`src/rtl/cpu_pkg.sv`:
```
// Shared encodings for the ALU sequencer: unit opcodes, request opcodes,
// status register bit positions, reset value and the sequencer state type.
package cpu_pkg;

    // Opcodes driven to the arithmetic unit
    localparam logic [2:0] ALU_ADR0 = 3'b000;
    localparam logic [2:0] ALU_ADR1 = 3'b001;
    localparam logic [2:0] ALU_ADC  = 3'b010;
    localparam logic [2:0] ALU_LD   = 3'b011;
    localparam logic [2:0] ALU_ASL  = 3'b100;
    localparam logic [2:0] ALU_BCC  = 3'b101;
    localparam logic [2:0] OP_IDLE  = 3'b111;

    // Request opcodes presented by the decoder
    localparam logic [2:0] REQ_NOP = 3'b000;
    localparam logic [2:0] REQ_ADC = 3'b010;
    localparam logic [2:0] REQ_LD  = 3'b011;
    localparam logic [2:0] REQ_ASL = 3'b100;
    localparam logic [2:0] REQ_BCC = 3'b101;
    localparam logic [2:0] REQ_CLC = 3'b110;
    localparam logic [2:0] REQ_SEC = 3'b111;

    // Status register layout NV1BDIZC
    localparam int P_C = 0;
    localparam int P_Z = 1;
    localparam int P_I = 2;
    localparam int P_D = 3;
    localparam int P_B = 4;
    localparam int P_U = 5;
    localparam int P_V = 6;
    localparam int P_N = 7;

    localparam logic [7:0] P_RESET = 8'h20;

    typedef enum logic [2:0] {
        S_IDLE,
        S_EXEC,
        S_BR_TEST,
        S_BR_LO,
        S_BR_HI,
        S_DONE
    } seq_state_t;

    // Maps a data request onto the unit opcode; anything without a unit
    // operation (NOP, CLC, SEC, undefined) idles the unit.
    function automatic logic [2:0] reqToAluOp(input logic [2:0] op);
        case (op)
            REQ_ADC: reqToAluOp = ALU_ADC;
            REQ_LD:  reqToAluOp = ALU_LD;
            REQ_ASL: reqToAluOp = ALU_ASL;
            REQ_BCC: reqToAluOp = ALU_BCC;
            default: reqToAluOp = OP_IDLE;
        endcase
    endfunction

endpackage

```
`src/rtl/alu_sequencer_if.sv`:
```
// Bus between the sequencer (master) and the arithmetic unit (slave).
interface alu_sequencer_if;

    logic [2:0] alu_opcode;
    logic [7:0] alu_a;
    logic [7:0] alu_b;
    logic [7:0] flags_in;
    logic [7:0] alu_out;
    logic [7:0] flags_out;
    logic [7:0] flags_ena;
    logic       branch_valid;

    modport master (
        output alu_opcode, alu_a, alu_b, flags_in,
        input  alu_out, flags_out, flags_ena, branch_valid
    );

    modport slave (
        input  alu_opcode, alu_a, alu_b, flags_in,
        output alu_out, flags_out, flags_ena, branch_valid
    );

endinterface

```
`src/rtl/alu_sequencer_status_reg.sv`:
```
// Processor status register P: masked merge of unit flags, explicit carry
// set/clear, and bit 5 forced to 1 on every update.
module status_reg
    import cpu_pkg::*;
(
    input  logic       clk,
    input  logic       reset_n,
    input  logic       i_mergeEn,
    input  logic [7:0] i_flagsOut,
    input  logic [7:0] i_flagsEna,
    input  logic       i_setC,
    input  logic       i_clrC,
    output logic [7:0] o_p
);

    logic [7:0] r_p;
    logic [7:0] w_next;

    // Next P: enabled flag bits come from the unit, the rest are kept
    always_comb begin
        w_next = r_p;
        if (i_mergeEn) begin
            w_next = (r_p & ~i_flagsEna) | (i_flagsOut & i_flagsEna);
        end
        if (i_setC) begin
            w_next[P_C] = 1'b1;
        end
        if (i_clrC) begin
            w_next[P_C] = 1'b0;
        end
        w_next[P_U] = 1'b1;
    end

    // P register update
    always_ff @(posedge clk or negedge reset_n) begin
        if (!reset_n) begin
            r_p <= P_RESET;
        end else begin
            r_p <= w_next;
        end
    end

    assign o_p = r_p;

endmodule

```
`src/rtl/alu_sequencer.sv`:
```
// Issuing/consuming side of the arithmetic unit. Runs data ops in one EXEC
// cycle and relative branches as BCC test -> ADR0 -> ADR1.
// Optional build macro ALU_SEQ_FLAG_CTRL_EN: CLC/SEC clear/set carry
// directly; without it they behave as NOP.
module alu_sequencer
    import cpu_pkg::*;
(
    input  logic                   clk,
    input  logic                   reset_n,
    input  logic                   req_valid,
    output logic                   req_ready,
    input  logic [2:0]             req_op,
    input  logic [7:0]             req_a,
    input  logic [7:0]             req_b,
    input  logic [15:0]            pc_in,
    alu_sequencer_if.master        aluBus,
    output logic                   res_valid,
    output logic [7:0]             res_data,
    output logic                   pc_load,
    output logic [15:0]            pc_out,
    output logic                   page_cross,
    output logic [7:0]             p_reg
);

`ifdef ALU_SEQ_FLAG_CTRL_EN
    localparam bit C_FLAG_CTRL_EN = 1'b1;
`else
    localparam bit C_FLAG_CTRL_EN = 1'b0;
`endif

    seq_state_t  r_state;
    logic [2:0]  r_op;
    logic [15:0] r_pcIn;
    logic [7:0]  r_offset;
    logic [2:0]  r_aluOpcode;
    logic [7:0]  r_aluA;
    logic [7:0]  r_aluB;
    logic        r_reqReady;
    logic        r_resValid;
    logic [7:0]  r_resData;
    logic        r_pcLoad;
    logic [15:0] r_pcOut;
    logic        r_pageCross;

    logic        w_isFlagOp;
    logic        w_mergeEn;
    logic        w_setC;
    logic        w_clrC;

    assign w_isFlagOp = C_FLAG_CTRL_EN && ((r_op == REQ_CLC) || (r_op == REQ_SEC));
    assign w_mergeEn  = (r_state == S_EXEC) && !w_isFlagOp;
    assign w_setC     = (r_state == S_EXEC) && w_isFlagOp && (r_op == REQ_SEC);
    assign w_clrC     = (r_state == S_EXEC) && w_isFlagOp && (r_op == REQ_CLC);

    status_reg u_statusReg (
        .clk        (clk),
        .reset_n    (reset_n),
        .i_mergeEn  (w_mergeEn),
        .i_flagsOut (aluBus.flags_out),
        .i_flagsEna (aluBus.flags_ena),
        .i_setC     (w_setC),
        .i_clrC     (w_clrC),
        .o_p        (p_reg)
    );

    // Sequencer FSM; unit-side outputs are registered one state ahead so
    // they are stable throughout the state that uses them
    always_ff @(posedge clk or negedge reset_n) begin
        if (!reset_n) begin
            r_state     <= S_IDLE;
            r_op        <= REQ_NOP;
            r_pcIn      <= 16'h0000;
            r_offset    <= 8'h00;
            r_aluOpcode <= OP_IDLE;
            r_aluA      <= 8'h00;
            r_aluB      <= 8'h00;
            r_reqReady  <= 1'b1;
            r_resValid  <= 1'b0;
            r_resData   <= 8'h00;
            r_pcLoad    <= 1'b0;
            r_pcOut     <= 16'h0000;
            r_pageCross <= 1'b0;
        end else begin
            case (r_state)
                S_IDLE: begin
                    if (req_valid) begin
                        r_op       <= req_op;
                        r_pcIn     <= pc_in;
                        r_offset   <= req_a;
                        r_reqReady <= 1'b0;
                        if (req_op == REQ_BCC) begin
                            r_state     <= S_BR_TEST;
                            r_aluOpcode <= ALU_BCC;
                            r_aluA      <= 8'h00;
                            r_aluB      <= 8'h00;
                        end else begin
                            r_state     <= S_EXEC;
                            r_aluOpcode <= reqToAluOp(req_op);
                            r_aluA      <= req_a;
                            r_aluB      <= req_b;
                        end
                    end
                end
                S_EXEC: begin
                    r_resData   <= w_isFlagOp ? 8'h00 : aluBus.alu_out;
                    r_aluOpcode <= OP_IDLE;
                    r_aluA      <= 8'h00;
                    r_aluB      <= 8'h00;
                    r_resValid  <= 1'b1;
                    r_state     <= S_DONE;
                end
                S_BR_TEST: begin
                    if (aluBus.branch_valid) begin
                        r_aluOpcode <= ALU_ADR0;
                        r_aluA      <= r_pcIn[7:0];
                        r_aluB      <= r_offset;
                        r_state     <= S_BR_LO;
                    end else begin
                        r_aluOpcode <= OP_IDLE;
                        r_resData   <= 8'h00;
                        r_pcLoad    <= 1'b0;
                        r_pageCross <= 1'b0;
                        r_resValid  <= 1'b1;
                        r_state     <= S_DONE;
                    end
                end
                S_BR_LO: begin
                    r_pcOut[7:0] <= aluBus.alu_out;
                    r_aluOpcode  <= ALU_ADR1;
                    r_aluA       <= 8'h00;
                    r_aluB       <= r_offset[7] ? (r_pcIn[15:8] - 8'd1) : r_pcIn[15:8];
                    r_state      <= S_BR_HI;
                end
                S_BR_HI: begin
                    r_pcOut[15:8] <= aluBus.alu_out;
                    r_pageCross   <= (aluBus.alu_out != r_pcIn[15:8]);
                    r_pcLoad      <= 1'b1;
                    r_resData     <= 8'h00;
                    r_aluOpcode   <= OP_IDLE;
                    r_aluA        <= 8'h00;
                    r_aluB        <= 8'h00;
                    r_resValid    <= 1'b1;
                    r_state       <= S_DONE;
                end
                S_DONE: begin
                    r_resValid <= 1'b0;
                    r_pcLoad   <= 1'b0;
                    r_reqReady <= 1'b1;
                    r_state    <= S_IDLE;
                end
                default: begin
                    r_aluOpcode <= OP_IDLE;
                    r_reqReady  <= 1'b1;
                    r_state     <= S_IDLE;
                end
            endcase
        end
    end

    assign req_ready         = r_reqReady;
    assign aluBus.alu_opcode = r_aluOpcode;
    assign aluBus.alu_a      = r_aluA;
    assign aluBus.alu_b      = r_aluB;
    assign aluBus.flags_in   = p_reg;
    assign res_valid         = r_resValid;
    assign res_data          = r_resData;
    assign pc_load           = r_pcLoad;
    assign pc_out            = r_pcOut;
    assign page_cross        = r_pageCross;

endmodule

```
`src/flat_wrapper.sv`:
```
// flat-port wrapper written by rule: the top's interface ports become plain ports
module alu_sequencer_flat import cpu_pkg::*;
  (clk, reset_n, req_valid, req_ready, req_op, req_a, req_b, pc_in, res_valid, res_data, pc_load, pc_out, page_cross, p_reg, aluBus_alu_opcode, aluBus_alu_a, aluBus_alu_b, aluBus_flags_in, aluBus_alu_out, aluBus_flags_out, aluBus_flags_ena, aluBus_branch_valid);
  alu_sequencer_if aluBus_i ();
  input  logic clk;
  input  logic reset_n;
  input  logic req_valid;
  output logic req_ready;
  input  logic [2:0] req_op;
  input  logic [7:0] req_a;
  input  logic [7:0] req_b;
  input  logic [15:0] pc_in;
  output logic res_valid;
  output logic [7:0] res_data;
  output logic pc_load;
  output logic [15:0] pc_out;
  output logic page_cross;
  output logic [7:0] p_reg;
  output wire logic [$bits(aluBus_i.alu_opcode)-1:0] aluBus_alu_opcode;
  output wire logic [$bits(aluBus_i.alu_a)-1:0] aluBus_alu_a;
  output wire logic [$bits(aluBus_i.alu_b)-1:0] aluBus_alu_b;
  output wire logic [$bits(aluBus_i.flags_in)-1:0] aluBus_flags_in;
  input wire logic [$bits(aluBus_i.alu_out)-1:0] aluBus_alu_out;
  input wire logic [$bits(aluBus_i.flags_out)-1:0] aluBus_flags_out;
  input wire logic [$bits(aluBus_i.flags_ena)-1:0] aluBus_flags_ena;
  input wire logic [$bits(aluBus_i.branch_valid)-1:0] aluBus_branch_valid;
  assign aluBus_alu_opcode = aluBus_i.alu_opcode;
  assign aluBus_alu_a = aluBus_i.alu_a;
  assign aluBus_alu_b = aluBus_i.alu_b;
  assign aluBus_flags_in = aluBus_i.flags_in;
  assign aluBus_i.alu_out = aluBus_alu_out;
  assign aluBus_i.flags_out = aluBus_flags_out;
  assign aluBus_i.flags_ena = aluBus_flags_ena;
  assign aluBus_i.branch_valid = aluBus_branch_valid;
  alu_sequencer u_core (.clk(clk), .reset_n(reset_n), .req_valid(req_valid), .req_ready(req_ready), .req_op(req_op), .req_a(req_a), .req_b(req_b), .pc_in(pc_in), .aluBus(aluBus_i), .res_valid(res_valid), .res_data(res_data), .pc_load(pc_load), .pc_out(pc_out), .page_cross(page_cross), .p_reg(p_reg));
endmodule
```
`config.mk`:
```
export PLATFORM = sky130hd
export DESIGN_NAME = alu_sequencer_flat
export DESIGN_NICKNAME = d
export VERILOG_FILES = /design/src/rtl/cpu_pkg.sv /design/src/rtl/alu_sequencer_if.sv /design/src/rtl/alu_sequencer_status_reg.sv /design/src/rtl/alu_sequencer.sv /design/src/flat_wrapper.sv
export SDC_FILE = /design/constraint.sdc
export NUM_CORES = 1
export LEC_CHECK = 0
export CORE_MARGIN = 2
export CORE_UTILIZATION = 25
export DETAILED_ROUTE_END_ITERATION = 10
export PLACE_DENSITY = 0.5
export SYNTH_ARGS = -nofsm -noshare
export SYNTH_HDL_FRONTEND = slang
export SYNTH_SLANG_ARGS = --single-unit
export TNS_END_PERCENT = 1
```
`constraint.sdc`:
```
create_clock -name clk -period 1.56 [get_ports clk]
set_input_delay 0.468 -clock clk [delete_from_list [all_inputs] [get_ports clk]]
set_output_delay 0.468 -clock clk [all_outputs]
set_load 0.02 [all_outputs]
```
==> flow_summary.json <==
{
  "clock_latency_ns": 0.34,
  "grt_overflow": 0,
  "wl_met2_microns": 5570,
  "max-vdd-ir-drop_mv": 0.710,
  "power.internal_w": 0.00777,
  "first_pass_iters": 5,
  "postRouteAntennaNets": 0,
  "die_h_microns": 128,
  "yosys_warnings": 0,
  "wl_microns": 11500,
  "n_fill_cell": 1471,
  "routedWlPerCell_microns": 16.1,
  "drv_cap": 0,
  "dp.cells": 695,
  "power_frac_clock_pct": 15.5,
  "drive_gt1_share_pct": 29.4,
  "fin_crit_ns": 1.68,
  "clockBufferDepth": 2,
  "max_freq_ghz": 0.595,
  "synth_ff_type": "dfrtp_1",
  "htreeDepth": 3,
  "switching_share_pct": 38.8,
  "wl_met1_microns": 5180,
  "critPathCaptureType": "flip-flop",
  "skew_ns": 0.00428,
  "worstPathCellList": "buf_4, clkbuf_16, nand2b_4, nor2_4, clkbuf_16, mux2_2",
  "initial_core_util_pct": 25.5,
  "final_common_cell": "dfrtp_1",
  "crit_arrival_ns": 1.90,
  "gp_congestion": 0.769,
  "regArea_sq_um": 2040,
  "status": "complete, but fails checks",
  "cpPeakStageDelay_ns": 0.46,
  "final_cell_mix": "dfrtp_1 (74), clkdlybuf4s50_1 (57), buf_4 (50)",
  "ys_seq_elements": 81,
  "routed-wl-met3_microns": 635,
  "dieWidth_microns": 128,
  "top_layer": "met4",
  "worst_slack_ns": -0.120,
  "grtUsageTotal_pct": 13.9,
  "grt_pass1_vias": 3282,
  "crit_family": "buffers and inverters",
  "yosys-top-cells-area": "dfrtp_1 (50%), mux2_2 (11%), a21oi_1 (3.6%), nand2_1 (3.6%), dfstp_2 (2.7%)",
  "setup_viol": 27,
  "setup_tns_ns": -1.93,
  "layout.cells.non_filler": 719,
  "critPathMaxFanout": 5,
  "io_pins": 126,
  "hold_path_class": "primary input to async pin",
  "port_buffers": 121,
  "area_growth_pct": 59.6,
  "grt_pass1_wl_microns": 17600,
  "ctsHoldBuffers": 0,
  "share_comb_of_total_power_pct": 54.2,
  "synthCells": 363,
  "clk_pin_slew_ns": 0.06,
  "ys_types": 53,
  "placementRows": 45,
  "yosysTopAreaCellShare_pct": 49.8,
  "avgSynthCellArea_sq_um": 10.7,
  "fp.dieArea_sq_um": 16500,
  "drt-initial-drc-count": 153,
  "synthesis.area_sq_um": 3870,
  "async_flop_share_pct": 100,
  "design.core.area_sq_um": 15100,
  "slew_violations": 0,
  "cts.sinks": 81,
  "synth_top_cell_by_area": "dfrtp_1",
  "finalNetCount": 590,
  "cp_common_cell": "clkbuf_16",
  "synth-edff-count": 0,
  "crit_type": "flip-flop to flip-flop",
  "hold_ws_ns": 0.0277,
  "grt_max_degree": 37,
  "seqPwrFrac_pct": 30.3,
  "rsz0062_at_grt": "true",
  "path_buf_inv": 3,
  "cts_root_buf": "clkbuf_16",
  "num_antenna_cells": 0,
  "post-route-drc-count": 0,
  "violations": "setup timing",
  "worstPathRequired_ns": 1.78,
  "power.switching_w": 0.00493,
  "power_density_nw_per_um2": 2060,
  "via_per_inst": 4.65,
  "finalHoldViolations": 0,
  "finalCritPeriodShare_pct": 108,
  "slowest_stage": "dfrtp_2",
  "via_count": 3345,
  "cts_tree": "done",
  "worst_setup_path_start_kind": "flip-flop",
  "antenna_found_initial": 0,
  "seq_area_frac_synth_pct": 52.6,
  "multi_input_area_sq_um": 1820,
  "hpwl_microns": 8170,
  "cts_buffers": 9,
  "leakage_nw": 2.69
}
## through the flow
| stage | total power (W) | util (%) | setup WS [ns] | instance area [sq um] |
|---|---|---|---|---|
| after global placement | 0.0104 | 37.2 | -0.447 | 5640 |
| after detailed placement | 0.0105 | 37.2 | -0.495 | 5640 |
| after global routing | 0.0136 | 40.7 | -0.156 | 6170 |
| final | 0.0127 | 40.7 | -0.120 | 6170 |
| after CTS | 0.0120 | 38.6 | -0.193 | 5850 |
| after floorplan | 0.00750 | - | -0.0754 | 3870 |
## worst paths after layout
path | cells past startpoint | from | slack (ns) | to
worst max-delay path | 6 | u_core.r_state[0] | -0.12 | u_core.pc_out[9]
worst min-delay path | 1 | reset_n | 0.03 | async pin
worst max register to register | 6 | u_core.r_state[0] | -0.12 | u_core.pc_out[9]
worst min register to register | 2 | u_core.pc_out[3] | 0.47 | u_core.pc_out[3]
max in group asynchronous | 2 | reset_n | 1.00 | u_core.aluBus.alu_opcode[0]
min in group clk | 2 | u_core.pc_out[3] | 0.47 | u_core.pc_out[3]
## flip-flops by register name, indices dropped and copies added (netlist names), 3 cells and up, named ones only
signal	cells
u_core.aluBus.alu_a	8
u_core.r_offset	8
u_core.pc_out	16
u_core.aluBus.alu_opcode	3
u_core.aluBus.alu_b	8
u_core.r_state	3
u_core.res_data	8
u_core.r_pcIn	16
## kinds of logic (layout without fill, tap and decap cells)
kind of cell / Yosys count / after routing / share of synthesized area, %
simple gates: 100 / 100 / 12.3
compound gates: 91 / 91 / 15.3
flops: 81 / 81 / 52.6
buf+inv: 39 / 206 / 5.63
mux: 37 / 37 / 10.8
xor+xnor: 13 / 13 / 2.95
fa+ha+maj: 1 / 1 / 0.324
other cells: 1 / 2 / 0.0970
## power by group through the flow
stage          combinational, W  clock, W  sequential, W
2_1_floorplan           0.00293         0        0.00457
3_3_place_gp            0.00654         0        0.00385
3_5_place_dp            0.00665         0        0.00388
4_1_cts                 0.00618   0.00203        0.00383
5_1_grt                 0.00745   0.00213        0.00400
6_report                0.00688   0.00197        0.00386
## repair_timing
action,4_1_cts,5_1_grt
setup buffers,0,5
gates cloned,0,3
hold endpoints to repair,0,0
pin swaps,15,15
resized for setup,82,76
endpoints found under the setup margin,118,89
## cell type report
type | count | area share (%)
clock buffer | 12 | 3.99
clock inverter | 4 | 0.466
inverter | 6 | 0.365
multi-input combinational | 244 | 29.4
sequential | 81 | 33.0
tap | 188 | 3.81
timing repair buffer | 184 | 28.9
## per-layer routing
metal	global-route usage, %	vias up
met5	0	-
met4	4.98	0
met3	4.07	13
met2	22.6	103
met1	17.5	1630
li1	-	1599
## cells in the mapped netlist, types with 6 or more instances
library cell and instances:
inv_1 6, o21a_1 9, buf_4 13, a22oi_1 9, nand3_1 8, buf_2 11
xor2_1 10, a21oi_1 28, nor2_1 27, nand2_1 37, mux2_2 37, dfrtp_1 77
o21ai_0 21
Note: power is estimated with default switching activity, not from simulation.
